### src/rtl/neurram_pkg.sv
// Shared definitions for the NeuRRAM scan-chain responder.
// State encoding and lane count.
package neurram_pkg;

  typedef enum logic {
    RSP_IDLE   = 1'b0,
    RSP_ACTIVE = 1'b1
  } rsp_state_t;

  localparam int SPI_LANES = 2;

endpackage

### src/rtl/neurram_scan_lane.sv
// One lane of the on-chip scan chain.
// Shifts right (MSB in) on shift_en; a shift beats a parallel load.
module neurram_scan_lane #(
  parameter int LEN = 256
) (
  input  logic           clk,
  input  logic           rst,
  input  logic           shift_en,
  input  logic           serial_in,
  input  logic           load_en,
  input  logic [LEN-1:0] load_data,
  output logic [LEN-1:0] data
);

  always_ff @(posedge clk) begin
    if (rst) begin
      data <= '0;
    end else if (shift_en) begin
      data <= {serial_in, data[LEN-1:1]};
    end else if (load_en) begin
      data <= load_data;
    end
  end

endmodule

### src/rtl/neurram_spi_responder.sv
// Chip-side responder for the two-lane NeuRRAM scan interface.
// Edge detect, frame FSM and counters; lanes are sub-modules.
module neurram_spi_responder
  import neurram_pkg::*;
#(
  parameter int CHAIN_LENGTH   = 256,
  parameter int TIMEOUT_CYCLES = 64
) (
  input  logic                                clk,
  input  logic                                rst,
  input  logic                                spi_clk,
  input  logic [1:0]                          shift_in,
  output logic [1:0]                          shift_out,
  input  logic                                load_en,
  input  logic [2*CHAIN_LENGTH-1:0]           load_data,
  output logic [2*CHAIN_LENGTH-1:0]           frame_data,
  output logic                                frame_valid,
  output logic                                frame_abort,
  output logic                                load_collision,
  output logic                                busy,
  output logic [$clog2(CHAIN_LENGTH):0]       bit_count,
  output logic [15:0]                         frame_count
);

  localparam int BW = $clog2(CHAIN_LENGTH) + 1;
  localparam int TW = $clog2(TIMEOUT_CYCLES) + 1;

  rsp_state_t state, state_n;
  logic spi_clk_d;
  logic rise;
  logic load_go;
  logic coll_n;
  logic done;
  logic abort_n;
  logic [BW-1:0] bit_n;
  logic [BW-1:0] bit_inc;
  logic [TW-1:0] idle_cnt;
  logic [TW-1:0] idle_n;
  logic [SPI_LANES-1:0][CHAIN_LENGTH-1:0] chain;
  logic [2*CHAIN_LENGTH-1:0] shifted;

  assign rise    = spi_clk & ~spi_clk_d;
  assign busy    = (state == RSP_ACTIVE);
  assign load_go = load_en & ~rise & (state == RSP_IDLE);
  assign coll_n  = load_en & ~load_go;
  assign bit_inc = bit_count + 1'b1;

  for (genvar i = 0; i < SPI_LANES; i++) begin : g_lane
    neurram_scan_lane #(
      .LEN(CHAIN_LENGTH)
    ) u_lane (
      .clk      (clk),
      .rst      (rst),
      .shift_en (rise),
      .serial_in(shift_in[i]),
      .load_en  (load_go),
      .load_data(load_data[i*CHAIN_LENGTH +: CHAIN_LENGTH]),
      .data     (chain[i])
    );
    // Post-shift view so a completing frame captures the final bit.
    assign shifted[i*CHAIN_LENGTH +: CHAIN_LENGTH] =
      {shift_in[i], chain[i][CHAIN_LENGTH-1:1]};
    assign shift_out[i] = chain[i][0];
  end

  always_comb begin
    state_n = state;
    bit_n   = bit_count;
    idle_n  = idle_cnt;
    done    = 1'b0;
    abort_n = 1'b0;
    unique case (state)
      RSP_IDLE: begin
        idle_n = '0;
        if (rise) begin
          state_n = RSP_ACTIVE;
          bit_n   = BW'(1);
        end
      end
      RSP_ACTIVE: begin
        if (rise) begin
          idle_n = '0;
          bit_n  = bit_inc;
          if (bit_inc == BW'(CHAIN_LENGTH)) begin
            done    = 1'b1;
            bit_n   = '0;
            state_n = RSP_IDLE;
          end
        end else if (idle_cnt == TW'(TIMEOUT_CYCLES - 1)) begin
          abort_n = 1'b1;
          bit_n   = '0;
          idle_n  = '0;
          state_n = RSP_IDLE;
        end else begin
          idle_n = idle_cnt + 1'b1;
        end
      end
      default: ;
    endcase
  end

  always_ff @(posedge clk) begin
    if (rst) begin
      state          <= RSP_IDLE;
      spi_clk_d      <= 1'b0;
      bit_count      <= '0;
      idle_cnt       <= '0;
      frame_valid    <= 1'b0;
      frame_abort    <= 1'b0;
      load_collision <= 1'b0;
      frame_count    <= '0;
      frame_data     <= '0;
    end else begin
      state          <= state_n;
      spi_clk_d      <= spi_clk;
      bit_count      <= bit_n;
      idle_cnt       <= idle_n;
      frame_valid    <= done;
      frame_abort    <= abort_n;
      load_collision <= coll_n;
      if (done) begin
        frame_data  <= shifted;
        frame_count <= frame_count + 16'd1;
      end
    end
  end

endmodule
### config.mk
export PLATFORM = sky130hd
export DESIGN_NAME = neurram_spi_responder
export DESIGN_NICKNAME = d
export VERILOG_FILES = /design/src/rtl/neurram_pkg.sv /design/src/rtl/neurram_scan_lane.sv /design/src/rtl/neurram_spi_responder.sv
export SDC_FILE = /design/constraint.sdc
export NUM_CORES = 2
export LEC_CHECK = 0
export CORE_AREA = 10 10 410 412
export DETAILED_ROUTE_END_ITERATION = 16
export DIE_AREA = 0 0 420 422
export SLEW_MARGIN = 0
export SYNTH_ARGS = -nofsm -noshare
export SYNTH_HDL_FRONTEND = slang
export SYNTH_HIERARCHICAL = 1
export SYNTH_SLANG_ARGS = --single-unit
### constraint.sdc
create_clock -name clk -period 7 [get_ports clk]
set_input_delay 0.7 -clock clk [delete_from_list [all_inputs] [get_ports clk]]
set_output_delay 0.7 -clock clk [all_outputs]
set_load 0.005 [all_outputs]
---- Yosys cells after proc, flatten, opt, wreduce, memory -nomap -nowiden ----
Cells that the tools add are included.
cells by class
  mux-type cells .......................... 21
  add/subtract/negate cells ............... 3
  bitwise gates (word level) .............. 8
  reduce and logical (&&, ||, !) cells .... 3
  equality and inequality tests ........... 4
operator list
  operator                                                         count
  256-bit 2-to-1 mux                                               4
  9-bit 2-to-1 mux                                                 4
  9-bit case mux with 2 select lines                               1
  16-bit by 1-bit adder with 16-bit output, second input constant  1
  7-bit 2-to-1 mux                                                 2
  7-bit case mux with 2 select lines                               1
  9-bit by 1-bit adder with 9-bit output, second input constant    1
  9-bit == test, second input constant                             1
  1-bit 2-to-1 mux                                                 8
  7-bit by 1-bit adder with 7-bit output, second input constant    1
  7-bit by 6-bit == test with 1-bit output, second input constant  1
  1-bit AND                                                        4
  1-bit NOT                                                        4
  3-bit by 1-bit != test with 1-bit output, second input constant  1
  3-bit OR reduction                                               1
  2-bit != test, second input constant                             1
  1-bit case mux with 2 select lines                               1
  2-bit AND reduction                                              1
  2-bit nonzero test                                               1
word-level totals
  input bits .............................. 518
  logic and storage cells ................. 50
  register bits ........................... 1061
  output and inout port bits .............. 543

---- Logic depth before layout (Yosys ltp) ----
  depth after elaboration ................. 7
  gate-level depth with buffers ........... 9
  depth with buffers taken out ............ 6

---- Cells and area by module ----
Netlist, hierarchy kept.
modules (own cells, without submodules)
  module                 area each (µm²)  cells an instance  sequential area each (µm²)  times used
  neurram_scan_lane      13137.6          1138               5124.9                      2
  neurram_spi_responder  21026.4          2562               10990.5                     1

---- Least setup slack after synthesis ----
Ideal clock, no wire load.
  path kind ............................... register to register
  start ................................... register bit_count[1]
  end ..................................... register frame_count[3]
  setup time .............................. 0.121 ns
  cell stages (with the launch flop) ...... 9
  path buffers ............................ 2
  clock period less this slack ............ 2.269 ns
  arrival ................................. 2.148 ns
  required time ........................... 6.879 ns
  slack ................................... 4.731 ns
  cell sequence ........................... dfxtp_1 ha_1 nand2_1 o311a_1 or2_2 buf_2 buf_2 nand4_1 mux2_2
between the ends
  longest elaborated chain between the ends .. 5
RTL lines
  item                                    RTL line                      RTL
  start, declared                         neurram_spi_responder.sv:21   output logic [$clog2(CHAIN_LENGTH):0] bit_count,
  start signal, assigned                  neurram_spi_responder.sv:116  bit_count <= bit_n;
  9-bit by 1-bit adder with 9-bit output  neurram_spi_responder.sv:46   assign bit_inc = bit_count + 1'b1;
  9-bit == test                           neurram_spi_responder.sv:84   if (bit_inc == BW'(CHAIN_LENGTH)) begin
  1-bit 2-to-1 mux                        neurram_spi_responder.sv:84
  1-bit 2-to-1 mux                        neurram_spi_responder.sv:81   if (rise) begin
  1-bit 2-to-1 mux                        neurram_spi_responder.sv:72   unique case (state)
  end signal, assigned                    neurram_spi_responder.sv:123  frame_count <= frame_count + 16'd1;
  end, declared                           neurram_spi_responder.sv:22   output logic [15:0] frame_count
No other way between the ends.
A chain may end at the register's enable or synchronous reset.

---- Worst setup path in the final report ----
  start ................................... register bit_count[0]
  end ..................................... register frame_data[355]
between the ends
  longest elaborated chain between the ends .. 5
RTL lines
  item                                    RTL line                      RTL
  9-bit by 1-bit adder with 9-bit output  neurram_spi_responder.sv:46
  9-bit == test                           neurram_spi_responder.sv:84
  1-bit 2-to-1 mux                        neurram_spi_responder.sv:84
  1-bit 2-to-1 mux                        neurram_spi_responder.sv:81
  1-bit 2-to-1 mux                        neurram_spi_responder.sv:72
  end signal, assigned                    neurram_spi_responder.sv:122  frame_data <= shifted;
  end, declared                           neurram_spi_responder.sv:16   output logic [2*CHAIN_LENGTH-1:0] frame_data,
No other way between the ends.

==> results by stage <==
STA:
- The time the worst path needs with I/O delays and setup is 3.671 ns.
- The final period utilization is ~52%.
- The worst-case clock skew is 0.03579 ns.
- The worst slew margin relative to its limit is 21.08%.
- For the final routed database, the setup TNS stands at 0 ns.
- The total setup violations reported at the end of the flow is 0.
- After layout, the worst setup slack is 3.329 ns.
- The max-slew violation count was 0.
- Based on the critical path, the design can be clocked at up to 272.4 MHz.
- Setup repair after global routing left no endpoint under its margin.
- The transition time of the tightest slew-check pin is 1.184 ns.
- The hold violation count in the final report is 0.

Critical path:
- The worst setup path is of the reg -> reg kind.
- The endpoint class of the critical path is a flop.
- The worst register-to-register path has a depth of 7.
- The arrival time of the worst setup path is between 4 and 5 ns.
- The startpoint identified for the worst register-to-register timing path is bit_count[0].
- The most critical setup path has its startpoint at bit_count[0].
- STA puts the critical path data required time at approximately 7.7 ns.
- The worst register-to-register path has a setup slack of roughly 3.3 ns.
- The launching element type of the critical path is a flop.
- The endpoint of the worst-slack reg-to-reg timing path is frame_data[355].
- The end point of the critical path is frame_data[355].
- The largest fanout of any net on the critical path is ~130.

Place:
- The placer congestion estimate is approximately 0.9.
- The worst setup slack before clock tree synthesis is approximately 2.7 ns.
- The number of cells after detailed placement is 7521.
- The post-DP HPWL is 123200 um.
- The count of input and output buffers is 1060.

Clocking:
- Gates resized during post-CTS repair numbered 0.
- The largest buffer count on any clock path is 3.
- Post-CTS timing repair inserted 0 buffers for setup.
- The clock latency reported for the late side of the worst-skew pair is 0.76 ns.
- The library cell used as clock root buffer is clkbuf_16.
- The clock edge transition at the registers on the reported setup and hold paths is around 0.06 ns.
- The hold-fix buffer count after cts is 0.
- The tree built by TritonCTS fans out to 1061 sinks.
- The number of clock buffers inserted by TritonCTS is 130.
- TritonCTS built the clock tree.
- The clock tree synthesis step divided the H-tree into 4 levels.

Synth:
- The cell count after synthesis is 4838.
- Yosys mapped the design onto 45 distinct sky130hd cell types.
- Yosys attributes the largest share of cell area to dfxtp_1, mux2i_1, a211oi_2.
- The netlist area before placement is 47300 um2.
- The proportion of netlist area held by the largest area contributor is roughly 45%.
- The synthesized design contains 1061 register bits.
- The Yosys step of the flow raised 6 warnings.
- The dominant cell type by area after synthesis is dfxtp_1.
- The post-synthesis net count is 5359.
- The sequential element share of the synthesized area is 44.90%.
- Each instance of the synthesized netlist takes up on average 9.777 um2.

Die:
- The standard-cell row count is 147.
- The chip height is 422 um.
- The total area inside the core boundary comes to 159800 um2.
- For this configuration, the core starts out at a cell density of 29.59%.
- The x dimension of the die is 420 um.
- The count of boundary I/O pins is 1061.
- The die covers roughly 180000 um2.

Global route:
- The number of global-route vias before repair came to 39000.
- The number of antenna violations at the first check in global routing is 45.
- The global-route wire length before repair is ~270000 um.
- Global routing consumed, over all layers together, 19.58% of the routing resources.
- The total global routing overflow is 0.
- Entering global routing, the biggest net connects 199 pins.

Finish:
- For this run, the post-layout net count is 6088.
- The area growth from synthesis to layout is 32.23%.
- The ratio of cells with drive above 1 in the final layout is 12.11%.
- The number of inserted filler cells in the final layout is 15719.
- The area of combinational cells with multiple inputs is 23020 um2.
- After the flow finishes, the layout carries non-filler instances totaling approximately 8000.
- The footprint of the flip-flops and latches is 21240 um2.

Detailed routing:
- For this run, design rule violations remaining after detail routing come to 0.
- Across all layers, the routed design uses 40261 vias.
- The wire length per cell after detailed routing is ~24 um.
- Once detail routing completed, the nets flagged for antenna violations numbered 0.
- The post-detailed-route via-to-cell ratio is around 5.2.
- The iteration-0 DRC count of the detailed router is ~3500.
- The detailed-routing iteration count for the pre-antenna-repair pass is 5.
- Summed over all layers, the routed wires come to ~180000 um.

Hold path:
- The class of the worst hold path is reg -> reg.

Power:
- Total power for the finished layout comes to 14740 uW.
- Dividing total power by cell area gives a power density of 235.7 nW/um2.
- The maximum VDD drop is approximately 0.22 mV.
- The static power due to leakage is 0.02034 uW.

Job:
- Across the run, the number of max-cap violations was 0.

Outcome:
- The run finished with clean final reports.
power breakdown:
part | internal, uW | leakage (uW) | total, uW | switching (uW)
clock network | 3910 | 0.00206 | 6700 | 2790
registers | 6300 | 0.00866 | 6520 | 226
logic | 768 | 0.00962 | 1520 | 754
total | 11000 | 0.0203 | 14700 | 3770
layout make-up:
cell class / instances / share of cell area (%)
Antenna cell: 29 / 0.1160
Clock buffer: 188 / 6.101
Clock inverter: 33 / 0.5841
Inverter: 5 / 0.06601
Multi-Input combinational cell: 3247 / 36.81
Sequential cell: 1061 / 33.96
Tap cell: 2086 / 4.173
Timing Repair Buffer: 1122 / 18.20
metal layers:
metal  routed length, um  vias up  GRT usage [%]
met5                 202        -              0
met4                6746       32          8.007
met3               12480      288          5.139
met2               90680     1240          32.94
met1               74820    19772          23.49
li1                    -    18929              -
through the flow:
step	utilization, %	cell area, um2	hold slack [ns]
3_3_place_gp	36.47	58290	0.4277
5_1_grt	39.13	62540	0.4689
2_1_floorplan	-	47300	0.4130
4_1_cts	39.09	62470	0.4490
3_5_place_dp	36.47	58290	0.4398
6_report	39.13	62550	0.4492
flip-flops by register name, indices dropped and copies added, names as in the netlist:
signal,cells
frame_data,512
g_lane.u_lane/data,512
frame_count,16
bit_count,9
idle_cnt,7
busy,1
frame_abort,1
frame_valid,1
load_collision,1
spi_clk_d,1
worst min-delay path by stage:
stage,from,depth (start not counted),slack (ns),endpoint
final,idle_cnt[0],1,0.45,idle_cnt[0]
after global routing,idle_cnt[0],1,0.47,idle_cnt[0]
after CTS,idle_cnt[0],1,0.45,idle_cnt[0]
after detailed placement,idle_cnt[0],1,0.44,idle_cnt[0]
after global placement,idle_cnt[0],1,0.43,idle_cnt[0]
after floorplan,idle_cnt[0],1,0.41,idle_cnt[0]
cell usage after synthesis:
| library cell | count |
|---|---|
| a211oi_1 | 107 |
| or4_1 | 2 |
| a22oi_1 | 1 |
| xnor2_1 | 8 |
| nor2_1 | 29 |
| nor2b_1 | 528 |
| inv_1 | 3 |
| buf_6 | 4 |
| nor3_1 | 11 |
| and2_1 | 5 |
| inv_2 | 2 |
| o21ai_0 | 523 |
| xor2_1 | 1 |
| buf_2 | 127 |
| a41oi_1 | 2 |
| or2_2 | 1 |
| nand3b_1 | 1 |
| ha_1 | 3 |
| clkbuf_2 | 1 |
| o311a_1 | 1 |
| nor4b_1 | 1 |
| or3_1 | 1 |
| and3_1 | 9 |
| nand4_1 | 8 |
| clkbuf_1 | 224 |
| and3b_1 | 1 |
| a21oi_1 | 521 |
| mux2i_1 | 512 |
| a2111oi_2 | 1 |
| nor3b_1 | 3 |
| o31ai_1 | 1 |
| o211ai_1 | 2 |
| dfxtp_1 | 1061 |
| nand2_1 | 12 |
| buf_1 | 112 |
| nand4bb_1 | 1 |
| a211oi_2 | 407 |
| a211o_1 | 1 |
| buf_4 | 3 |
| buf_12 | 54 |
| nand3_1 | 525 |
| mux2_2 | 14 |
| nand2b_1 | 2 |
| nor4_1 | 1 |
| and4_1 | 1 |
cells in the final DEF (no fill, tap or decap), types with 3 or more instances in the layout:
master           count
a211oi_1           107
a211oi_2           406
a21oi_1            521
and2_1               4
and3_1               9
buf_12              24
buf_4               38
bufinv_16            3
clkbuf_1            28
clkbuf_16          134
clkbuf_8            26
clkdlybuf4s50_1   1059
clkinv_2            14
dfxtp_1           1061
diode_2             29
ha_1                 3
inv_6                7
inv_8                6
mux2_2              14
mux2i_1            512
nand2_1             12
nand3_1            525
nand4_1              8
nor2_1              28
nor2b_1            528
nor3_1              11
nor3b_1              3
o21ai_0            523
xnor2_1              8
kinds of logic after synthesis:
family	synth area share, %
compound gates	23.68
xor+xnor	0.1667
fa+ha+maj	0.07936
buf+inv	6.489
flops	44.90
mux	11.17
simple gates	13.51
worst max-delay path, stage by stage (launching register included):
cell and delay (ns):
dfxtp_1 0.45, ha_1 0.26, nand2_1 0.24, nor4_1 0.62
or2_4 0.70, buf_12 0.59, nand3_1 0.42, a21oi_1 0.22
Power figures use the tool's default switching activity.
